<file path="src/rtl/bcd_serial_subtractor.sv">
// Digit-serial packed-BCD subtractor: |A - B| plus sign flag, one digit per clock.
// A negative difference is recovered from its 10^DIGITS complement in a second pass.
module bcd_serial_subtractor #(
  parameter int unsigned DIGITS = 4
) (
  input  logic                i_clk,
  input  logic                i_reset_n,
  input  logic                i_start,
  input  logic [4*DIGITS-1:0] i_a,
  input  logic [4*DIGITS-1:0] i_b,
  output logic                o_busy,
  output logic                o_done,
  output logic [4*DIGITS-1:0] o_diff,
  output logic                o_neg,
  output logic                o_err
);

  localparam int unsigned W     = 4 * DIGITS;
  localparam int unsigned IDX_W = (DIGITS > 1) ? $clog2(DIGITS) : 1;

  localparam logic [1:0] IDLE = 2'd0;
  localparam logic [1:0] SUB  = 2'd1;
  localparam logic [1:0] NEG  = 2'd2;
  localparam logic [1:0] ERR  = 2'd3;

  logic [1:0]       state, state_nxt;
  logic [W-1:0]     a_q, a_nxt;
  logic [W-1:0]     b_q, b_nxt;
  logic [W-1:0]     res_q, res_nxt;
  logic             borrow_q, borrow_nxt;
  logic [IDX_W-1:0] idx_q, idx_nxt;
  logic             busy_nxt, done_nxt, neg_nxt, err_nxt;
  logic [W-1:0]     diff_nxt;

  logic [3:0]   minu, subt, digit;
  logic [4:0]   raw;
  logic [W-1:0] shifted;
  logic         last;
  logic         in_bad;

  // State and datapath registers
  always_ff @(posedge i_clk) begin
    if (!i_reset_n) begin
      state    <= IDLE;
      a_q      <= '0;
      b_q      <= '0;
      res_q    <= '0;
      borrow_q <= 1'b0;
      idx_q    <= '0;
      o_busy   <= 1'b0;
      o_done   <= 1'b0;
      o_diff   <= '0;
      o_neg    <= 1'b0;
      o_err    <= 1'b0;
    end else begin
      state    <= state_nxt;
      a_q      <= a_nxt;
      b_q      <= b_nxt;
      res_q    <= res_nxt;
      borrow_q <= borrow_nxt;
      idx_q    <= idx_nxt;
      o_busy   <= busy_nxt;
      o_done   <= done_nxt;
      o_diff   <= diff_nxt;
      o_neg    <= neg_nxt;
      o_err    <= err_nxt;
    end
  end

  // One BCD digit step; NEG pass subtracts the stored complement digit from zero
  always_comb begin
    minu    = (state == NEG) ? 4'd0 : a_q[3:0];
    subt    = (state == NEG) ? res_q[3:0] : b_q[3:0];
    raw     = {1'b0, minu} - {1'b0, subt} - {4'd0, borrow_q};
    digit   = raw[4] ? (raw[3:0] + 4'd10) : raw[3:0];
    shifted = (res_q >> 4) | (W'(digit) << (W - 4));
    last    = (idx_q == IDX_W'(DIGITS - 1));
  end

  always_comb begin
    in_bad = 1'b0;
    for (int i = 0; i < int'(DIGITS); i++) begin
      if (i_a[4*i +: 4] > 4'd9 || i_b[4*i +: 4] > 4'd9) in_bad = 1'b1;
    end
  end

  // Next-state and registered-output logic
  always_comb begin
    state_nxt  = state;
    a_nxt      = a_q;
    b_nxt      = b_q;
    res_nxt    = res_q;
    borrow_nxt = borrow_q;
    idx_nxt    = idx_q;
    busy_nxt   = o_busy;
    done_nxt   = 1'b0;
    diff_nxt   = o_diff;
    neg_nxt    = o_neg;
    err_nxt    = o_err;

    case (state)
      IDLE: begin
        if (i_start) begin
          a_nxt      = i_a;
          b_nxt      = i_b;
          res_nxt    = '0;
          borrow_nxt = 1'b0;
          idx_nxt    = '0;
          busy_nxt   = 1'b1;
          state_nxt  = in_bad ? ERR : SUB;
        end
      end
      SUB: begin
        a_nxt      = a_q >> 4;
        b_nxt      = b_q >> 4;
        res_nxt    = shifted;
        borrow_nxt = raw[4];
        idx_nxt    = idx_q + IDX_W'(1);
        if (last) begin
          idx_nxt    = '0;
          borrow_nxt = 1'b0;
          if (!raw[4]) begin
            state_nxt = IDLE;
            busy_nxt  = 1'b0;
            done_nxt  = 1'b1;
            diff_nxt  = shifted;
            neg_nxt   = 1'b0;
            err_nxt   = 1'b0;
          end else begin
            state_nxt = NEG;
          end
        end
      end
      NEG: begin
        res_nxt    = shifted;
        borrow_nxt = raw[4];
        idx_nxt    = idx_q + IDX_W'(1);
        if (last) begin
          state_nxt = IDLE;
          busy_nxt  = 1'b0;
          done_nxt  = 1'b1;
          diff_nxt  = shifted;
          neg_nxt   = 1'b1;
          err_nxt   = 1'b0;
        end
      end
      ERR: begin
        state_nxt = IDLE;
        busy_nxt  = 1'b0;
        done_nxt  = 1'b1;
        diff_nxt  = '0;
        neg_nxt   = 1'b0;
        err_nxt   = 1'b1;
      end
      default: begin
        state_nxt = IDLE;
        busy_nxt  = 1'b0;
      end
    endcase
  end

endmodule
</file>
<file path="config.mk">
export PLATFORM = sky130hd
export DESIGN_NAME = bcd_serial_subtractor
export DESIGN_NICKNAME = d
export VERILOG_FILES = /design/src/rtl/bcd_serial_subtractor.sv
export SDC_FILE = /design/constraint.sdc
export NUM_CORES = 1
export LEC_CHECK = 0
export ABC_AREA = 1
export BUFFER_PORTS_ARGS = -buffer_cell sky130_fd_sc_hd__buf_2
export CAP_MARGIN = 25
export CORE_MARGIN = 2
export CORE_UTILIZATION = 45
export DETAILED_ROUTE_END_ITERATION = 8
export PLACE_DENSITY = 0.75
export SLEW_MARGIN = 15
export SYNTH_ARGS = -nofsm -noshare
export SYNTH_HDL_FRONTEND = slang
export SYNTH_SLANG_ARGS = --single-unit
export TNS_END_PERCENT = 100
</file>
<file path="constraint.sdc">
create_clock -name i_clk -period 3.2 [get_ports i_clk]
set_input_delay 0.16 -clock i_clk [delete_from_list [all_inputs] [get_ports i_clk]]
set_output_delay 0.16 -clock i_clk [all_outputs]
set_load 0.02 [all_outputs]
</file>
==> run metrics, run 1 <==
status=finished, final reports clean; critical path arrival=approximately 3.1 ns; Vias/cell=5.05; Syn. warnings=0; total routed wirelength=around 7300 um; initial antenna violation count=0; DR DRC count=0; post-synth net total=roughly 510; top sig layer=met4; Syn Std Cell Area=3370 um^2; hold_buf cts=0; area delta synth->final=14.2%; fillers=between 700 and 800; Worst Setup SP=state[0]$_SDFFE_PN0P_; met3 WL=475 um; Nets=about 550; Die H=roughly 91 um; ant diodes=0; Row Count=31; Starting Density=between 40% and 50%; Post-Synthesis Cells=between 400 and 500; startpoint types=flop; Peak Freq=between 0.3 and 0.4 GHz; most used flip-flop cell after synthesis=dfxtp_1; register area share after synthesis=43.4%; CTS tree=done; crit path to=o_neg$_SDFFE_PN0P_; setup clock skew after layout=between 0.01 and 0.015 ns; Post-synth EDFFs=0; Placed Area=roughly 3700 um^2; Clock Path Buffers=2; Slew headroom=~54%; crit end category=flop; Synth cell types=30; DRT antenna net count=0; M1 WL=around 3400 um; most frequent cells in the layout=nand2_1 (139), dfxtp_1 (73), buf_2 (54); # setup viols final=0; DRC marker count from the first detailed-route iteration=approximately 180; GP Congestion=between 0.8 and 0.9; GRT Overall Usage=a little under a fifth; Num CTS Buffers=9; TNS Setup=0 ns; post_cts resized=0; worst ir drop on vdd=a little under 0.4 mV; kind of critical path=reg -> reg; Die Wd=about 90 um; DIE AREA=8200 um^2; vias in the first global route=2922; Reg2Reg Launch Point=state[0]$_SDFFE_PN0P_; clk_lat worst skew=between 0.3 and 0.4 ns; first-pass GRT wire length=between 10000 and 15000 um; static leakage=around 1.7 nW; Final Instance Area=approximately 3800 um^2; Hold Path Cell Cnt=3; Mapped Avg Cell Area=between 7 and 8 um^2; R2R cell count=18; Hold/Removal Path Class=in -> reg; CTS clk-pin slew, worst paths=0.08 ns; Post-synth ARST share=0%; largest net degree at the start of global routing=37; final hold slack=between 0.06 and 0.07 ns; WL met2=3330 um; per-cell routed wire length=around 12 um; synthesized flop and latch total=73; layout cells sized above 1=16.8%; gr ovfl total=0; Finished Layout Cells=610; CTS sink cnt=73; Max Slew Vio Count=0; FF-to-FF End=o_neg$_SDFFE_PN0P_; DR vias=roughly 3100; Crit path required time=approximately 3.5 ns; Detailed Place HPWL=~5200 um; crit-path max FO=17; # IOs=55; period utilization=89.5%; Post-CTS Setup Inserts=0; r2r setup slk=0.33 ns; max-cap violations=0; PD cells=1060 nW/um^2; unrepaired setup endpoints after global routing=no; Final Total Pwr=4.09 mW; crit path time final=between 2 and 3 ns; Root Buffer=clkbuf_8; placed cells=approximately 600; Hold Vio Cnt, Final=0; number of port buffers=54; area of the core=about 7300 um^2; most common cell after layout, fill and taps aside=nand2_1; CTS H-tree lvls=3; Worst-Margin Slew=about 0.7 ns; First-pass DRT Iterations=4
-- cells in the mapped netlist, types with 2 or more instances --
master | instances | share of area, %
buf_6 | 6 | 2.0
inv_2 | 2 | 0.22
ha_1 | 11 | 4.1
nand2_4 | 2 | 0.67
nand3_1 | 28 | 4.2
nand2_1 | 139 | 15
dfxtp_1 | 73 | 43
clkbuf_1 | 13 | 1.4
nand2_2 | 2 | 0.37
a211oi_1 | 2 | 0.45
buf_2 | 5 | 0.74
a21boi_0 | 2 | 0.45
inv_1 | 28 | 3.1
nor3_1 | 8 | 1.2
a21oi_1 | 21 | 3.1
o21ai_0 | 37 | 5.5
a31oi_1 | 25 | 4.6
nor2_1 | 34 | 3.8
o21ai_1 | 10 | 1.5
fa_1 | 2 | 1.2
-- power by group --
group          total, mW  internal (mW)  switching (mW)
logic               2.09          0.691            1.40
clock network      0.674          0.294           0.380
registers           1.33           1.18           0.148
total               4.09           2.17            1.92
-- kinds of logic after synthesis --
logic type | Yosys count | synth area share [%]
simple gates | 219 | 27.3
compound gates | 99 | 16.1
flops | 73 | 43.4
buf+inv | 55 | 7.65
fa+ha+maj | 13 | 5.27
mux | 1 | 0.297
-- worst min-delay path by stage --
stage               slack, ns    start                   end
floorplan                0.32  i_a[10]  a_q[10]$_SDFFE_PN0P_
global placement         0.43   i_b[4]   b_q[4]$_SDFFE_PN0P_
detailed placement       0.43   i_b[0]   b_q[0]$_SDFFE_PN0P_
CTS                      0.05   i_b[8]   b_q[8]$_SDFFE_PN0P_
global route             0.06   i_a[8]   a_q[8]$_SDFFE_PN0P_
finish                   0.06   i_b[8]   b_q[8]$_SDFFE_PN0P_
-- stage by stage --
stage	util [%]	setup WS, ns
floorplan	-	0.508
global placement	50.5	0.459
detailed placement	50.5	0.347
CTS	53.0	0.330
global route	53.0	0.00407
finish	53.0	0.335
-- state kept, by name, indices dropped and copies added (netlist names) --
register / count
o_err: 1
b_q: 16
borrow_q: 1
a_q: 16
idx_q: 2
res_q: 16
o_neg: 1
o_diff: 16
o_busy: 1
o_done: 1
state: 2
-- area by class of cell --
type                    instances  area [um^2]  area share (%)
well taps                      99          124            3.22
repair buffers                 60          315            8.20
multi-input cells             332         1650            42.9
flip-flops and latches         73         1460            38.0
clock inverters                 7         60.1            1.56
inverters                      30          113            2.93
clock buffers                   9          124            3.22
-- routing by layer --
layer | vias up | track usage, %
met1 | 1375 | 22.8
met2 | 88 | 31.0
met4 | 0 | 8.72
met3 | 13 | 4.67
li1 | 1607 | -
met5 | - | 0
-- critical path, stage by stage, from the launching register on --
cell     delay, ns
dfxtp_1       0.40
inv_1         0.10
ha_1          0.21
inv_1         0.18
nand2_1       0.07
nand2_1       0.08
fa_1          0.17
inv_1         0.07
fa_1          0.41
inv_1         0.07
nand2_1       0.06
nand2_1       0.09
nand2_1       0.07
nand2_1       0.09
nand3_1       0.23
nand2_4       0.24
inv_1         0.08
nor2_1        0.08
nor2_1        0.05
Note: power is estimated with default switching activity, not from simulation.
==> run 2: changes to the inputs <==
--- a/config.mk
+++ b/config.mk
@@ -5,10 +5,10 @@
 export SDC_FILE = /design/constraint.sdc
 export NUM_CORES = 1
 export LEC_CHECK = 0
-export ABC_AREA = 1
+export ABC_AREA = 0
 export BUFFER_PORTS_ARGS = -buffer_cell sky130_fd_sc_hd__buf_2
 export CAP_MARGIN = 25
-export CORE_MARGIN = 2
+export CORE_MARGIN = 1.5
 export CORE_UTILIZATION = 45
 export DETAILED_ROUTE_END_ITERATION = 8
 export PLACE_DENSITY = 0.75
==> run 2 against run 1 <==
- core utilization up 2.5 points
- critical endpoint is now res_q[14]$_SDFFE_PN0P_
- final area up 6.5%
- sequential share of layout area fell by 2.3 points
- wire length up 4.0%
- non-clock buffer count is 8 higher
- global-route usage rose by 0.69 points
- clock skew is 0.0011 ns higher
- register-to-register slack worse by 0.17 ns
- fmax is 5.6% lower
- total power rose by 13%
==> run metrics, run 2 <==
Synth top cells by count=dfxtp_1 (73), nor2_1 (59), mux2i_1 (27) (was nand2_1 (139), dfxtp_1 (73), o21ai_0 (37)); CTS sink cnt=73 (unchanged); gr ovfl total=0 (unchanged); Nets=464 (was 554); area delta synth->final=17.3% (was 14.2%); Hold/Removal Path Class=in -> reg (unchanged); per-cell routed wire length=14.6 um (was 12.0 um); max-cap violations=0 (unchanged); total routed wirelength=7610 um (was 7320 um); critical path arrival=3.23 ns (was 3.12 ns); period utilization=94.8% (was 89.5%); unrepaired setup endpoints after global routing=no (unchanged); CTS clk-pin slew, worst paths=0.08 ns (about the same); register area share after synthesis=41.8% (was 43.4%); First-pass DRT Iterations=8 (was 4); Row Count=31 (unchanged); clk_lat worst skew=0.35 ns (was 0.36 ns); layout cells sized above 1=26.4% (was 16.8%); Finished Layout Cells=520 (was 610); number of port buffers=54 (unchanged); PD cells=1130 nW/um^2 (was 1060 nW/um^2); # IOs=55 (unchanged); Max Slew Vio Count=0 (unchanged); Vias/cell=5.55 (was 5.05); Slew headroom=51.8% (was 54.1%); area share of the largest cell type after synthesis=41.8% (was 43.4%); CTS H-tree lvls=3 (unchanged); Syn Std Cell Area=3490 um^2 (was 3370 um^2); Post-Synthesis Cells=365 (was 460); crit end category=flop (unchanged); most common cell after layout, fill and taps aside=dfxtp_1 (was nand2_1); vias in the first global route=2769 (was 2922); DR vias=2886 (was 3083); fillers=674 (was 750); DR DRC count=0 (unchanged); GRT Overall Usage=19.4% (was 18.7%); Worst-Margin Slew=0.722 ns (was 0.688 ns); Detailed Place HPWL=5460 um (was 5240 um); kind of critical path=reg -> reg (unchanged); DIE AREA=8300 um^2 (was 8200 um^2); Post-CTS Setup Inserts=0 (unchanged); post-synth net total=413 (was 508); Syn. warnings=0 (unchanged); placed cells=504 (was 594); initial antenna violation count=0 (unchanged); Post-synth ARST share=0% (unchanged); most frequent cells in the layout=dfxtp_1 (73), nor2_1 (58), buf_2 (54) (was nand2_1 (139), dfxtp_1 (73), buf_2 (54)); # setup viols final=0 (unchanged); Root Buffer=clkbuf_8 (unchanged); setup clock skew after layout=0.0128 ns (was 0.0117 ns); largest net degree at the start of global routing=39 (was 37); status=finished, final reports clean (unchanged); count leader, synth=dfxtp_1 (was nand2_1); GP Congestion=0.821 (was 0.862); Crit path required time=3.40 ns (was 3.45 ns); synthesized flop and latch total=73 (unchanged); crit-path max FO=4 (was 17); Starting Density=47.4% (was 46.5%); DRT antenna net count=0 (unchanged); area of the core=7370 um^2 (was 7250 um^2); Post-synth EDFFs=0 (unchanged); multi-input combinational cell area=1870 um^2 (was 1650 um^2); static leakage=1.69 nW (about the same); DRC marker count from the first detailed-route iteration=184 (was 176); crit path time final=3.04 ns (was 2.87 ns); Mapped Avg Cell Area=9.57 um^2 (was 7.32 um^2); first-pass GRT wire length=12900 um (was 12500 um); CTS tree=done (unchanged); Register Area=1460 um^2 (unchanged); worst ir drop on vdd=0.501 mV (was 0.390 mV); Hold Vio Cnt, Final=0 (unchanged); Clock Path Buffers=2 (unchanged); leading area contributor after synthesis=dfxtp_1 (unchanged); Synth cell types=46 (was 30); startpoint types=flop (unchanged); most used flip-flop cell after synthesis=dfxtp_1 (unchanged); Die Wd=91.1 um (was 90.5 um); ant diodes=0 (unchanged); Num CTS Buffers=9 (unchanged); synth top area cells=dfxtp_1 (42%), mux2i_1 (7.7%), nor2_1 (6.3%), a211oi_1 (5.4%), mux2_2 (4.8%) (was dfxtp_1 (43%), nand2_1 (15%), o21ai_0 (5.5%), a31oi_1 (4.6%), nand3_1 (4.2%)); Die H=91.1 um (was 90.5 um); Peak Freq=0.329 GHz (was 0.349 GHz); TNS Setup=0 ns (unchanged)
-- run 2: path summary, 6_finish.rpt --
| path | from | to | slack (ns) | cells after the start |
|---|---|---|---|---|
| worst max-delay path | state[0]$_SDFFE_PN0P_ | res_q[14]$_SDFFE_PN0P_ | 0.16 | 12 |
| worst min-delay path | i_b[12] | b_q[12]$_SDFFE_PN0P_ | 0.04 | 3 |
| worst max register to register | state[0]$_SDFFE_PN0P_ | res_q[14]$_SDFFE_PN0P_ | 0.16 | 12 |
| worst min register to register | o_diff[15]$_SDFFE_PN0P_ | o_diff[15]$_SDFFE_PN0P_ | 0.47 | 1 |
-- run 2: worst max-delay path, cell delays in order, from the launching register on --
cell and delay [ns]:
dfxtp_1 0.31, inv_1 0.08, ha_1 0.24, buf_4 0.15, mux2_2 0.33, ha_1 0.28, inv_1 0.04, ha_1 0.34
a211o_4 0.37, and3_1 0.26, mux2_4 0.32, o21ai_0 0.07, a21oi_1 0.09
-- run 2: final cells by class --
cell class / count / share of cell area (%)
clock buffers: 10 / 3.12
clock inverters: 6 / 2.26
inverters: 12 / 1.10
multi-input cells: 252 / 45.7
flip-flops and latches: 73 / 35.7
well taps: 99 / 3.02
repair buffers: 68 / 9.16
-- run 2: per-layer routing --
metal | vias up | GRT usage, % | share of wire (%)
li1 | 1439 | - | -
met3 | 10 | 5.61 | 5.5
met2 | 74 | 32.6 | 48
met4 | 0 | 6.77 | 1.4
met1 | 1363 | 23.6 | 45
met5 | - | 0 | 0
-- run 2: power breakdown --
group          total, mW  internal (mW)  leakage [nW]  switching [mW]
Sequential          1.29           1.15         0.597           0.139
Clock              0.787          0.441         0.103           0.346
Combinational       2.56           1.11         0.994            1.45
-- run 2: logic make-up after synthesis --
family,synth area share (%)
mux,13.0
fa+ha+maj,5.09
compound gates,21.6
simple gates,12.5
flops,41.8
xor+xnor,1.00
buf+inv,4.94
-- run 2: through the flow --
| step | area, um^2 | hold WS [ns] | total power, mW | utilization [%] | setup slack, ns |
|---|---|---|---|---|---|
| 2_1_floorplan | 3490 | 0.308 | 3.31 | - | 0.0925 |
| 3_3_place_gp | 3870 | 0.398 | 3.78 | 52.5 | 0.0436 |
| 3_5_place_dp | 3870 | 0.410 | 3.85 | 52.5 | -0.0440 |
| 4_1_cts | 4100 | 0.0352 | 4.66 | 55.6 | 0.172 |
| 5_1_grt | 4100 | 0.0715 | 5.00 | 55.6 | 0.00459 |
| 6_report | 4100 | 0.0442 | 4.64 | 55.6 | 0.165 |
-- run 2: repair_timing --
item	CTS	global route
gates resized for setup	1	0
endpoints found under the setup margin	16	1
hold buffers	0	0
pin swaps	0	1
gates cloned	0	0
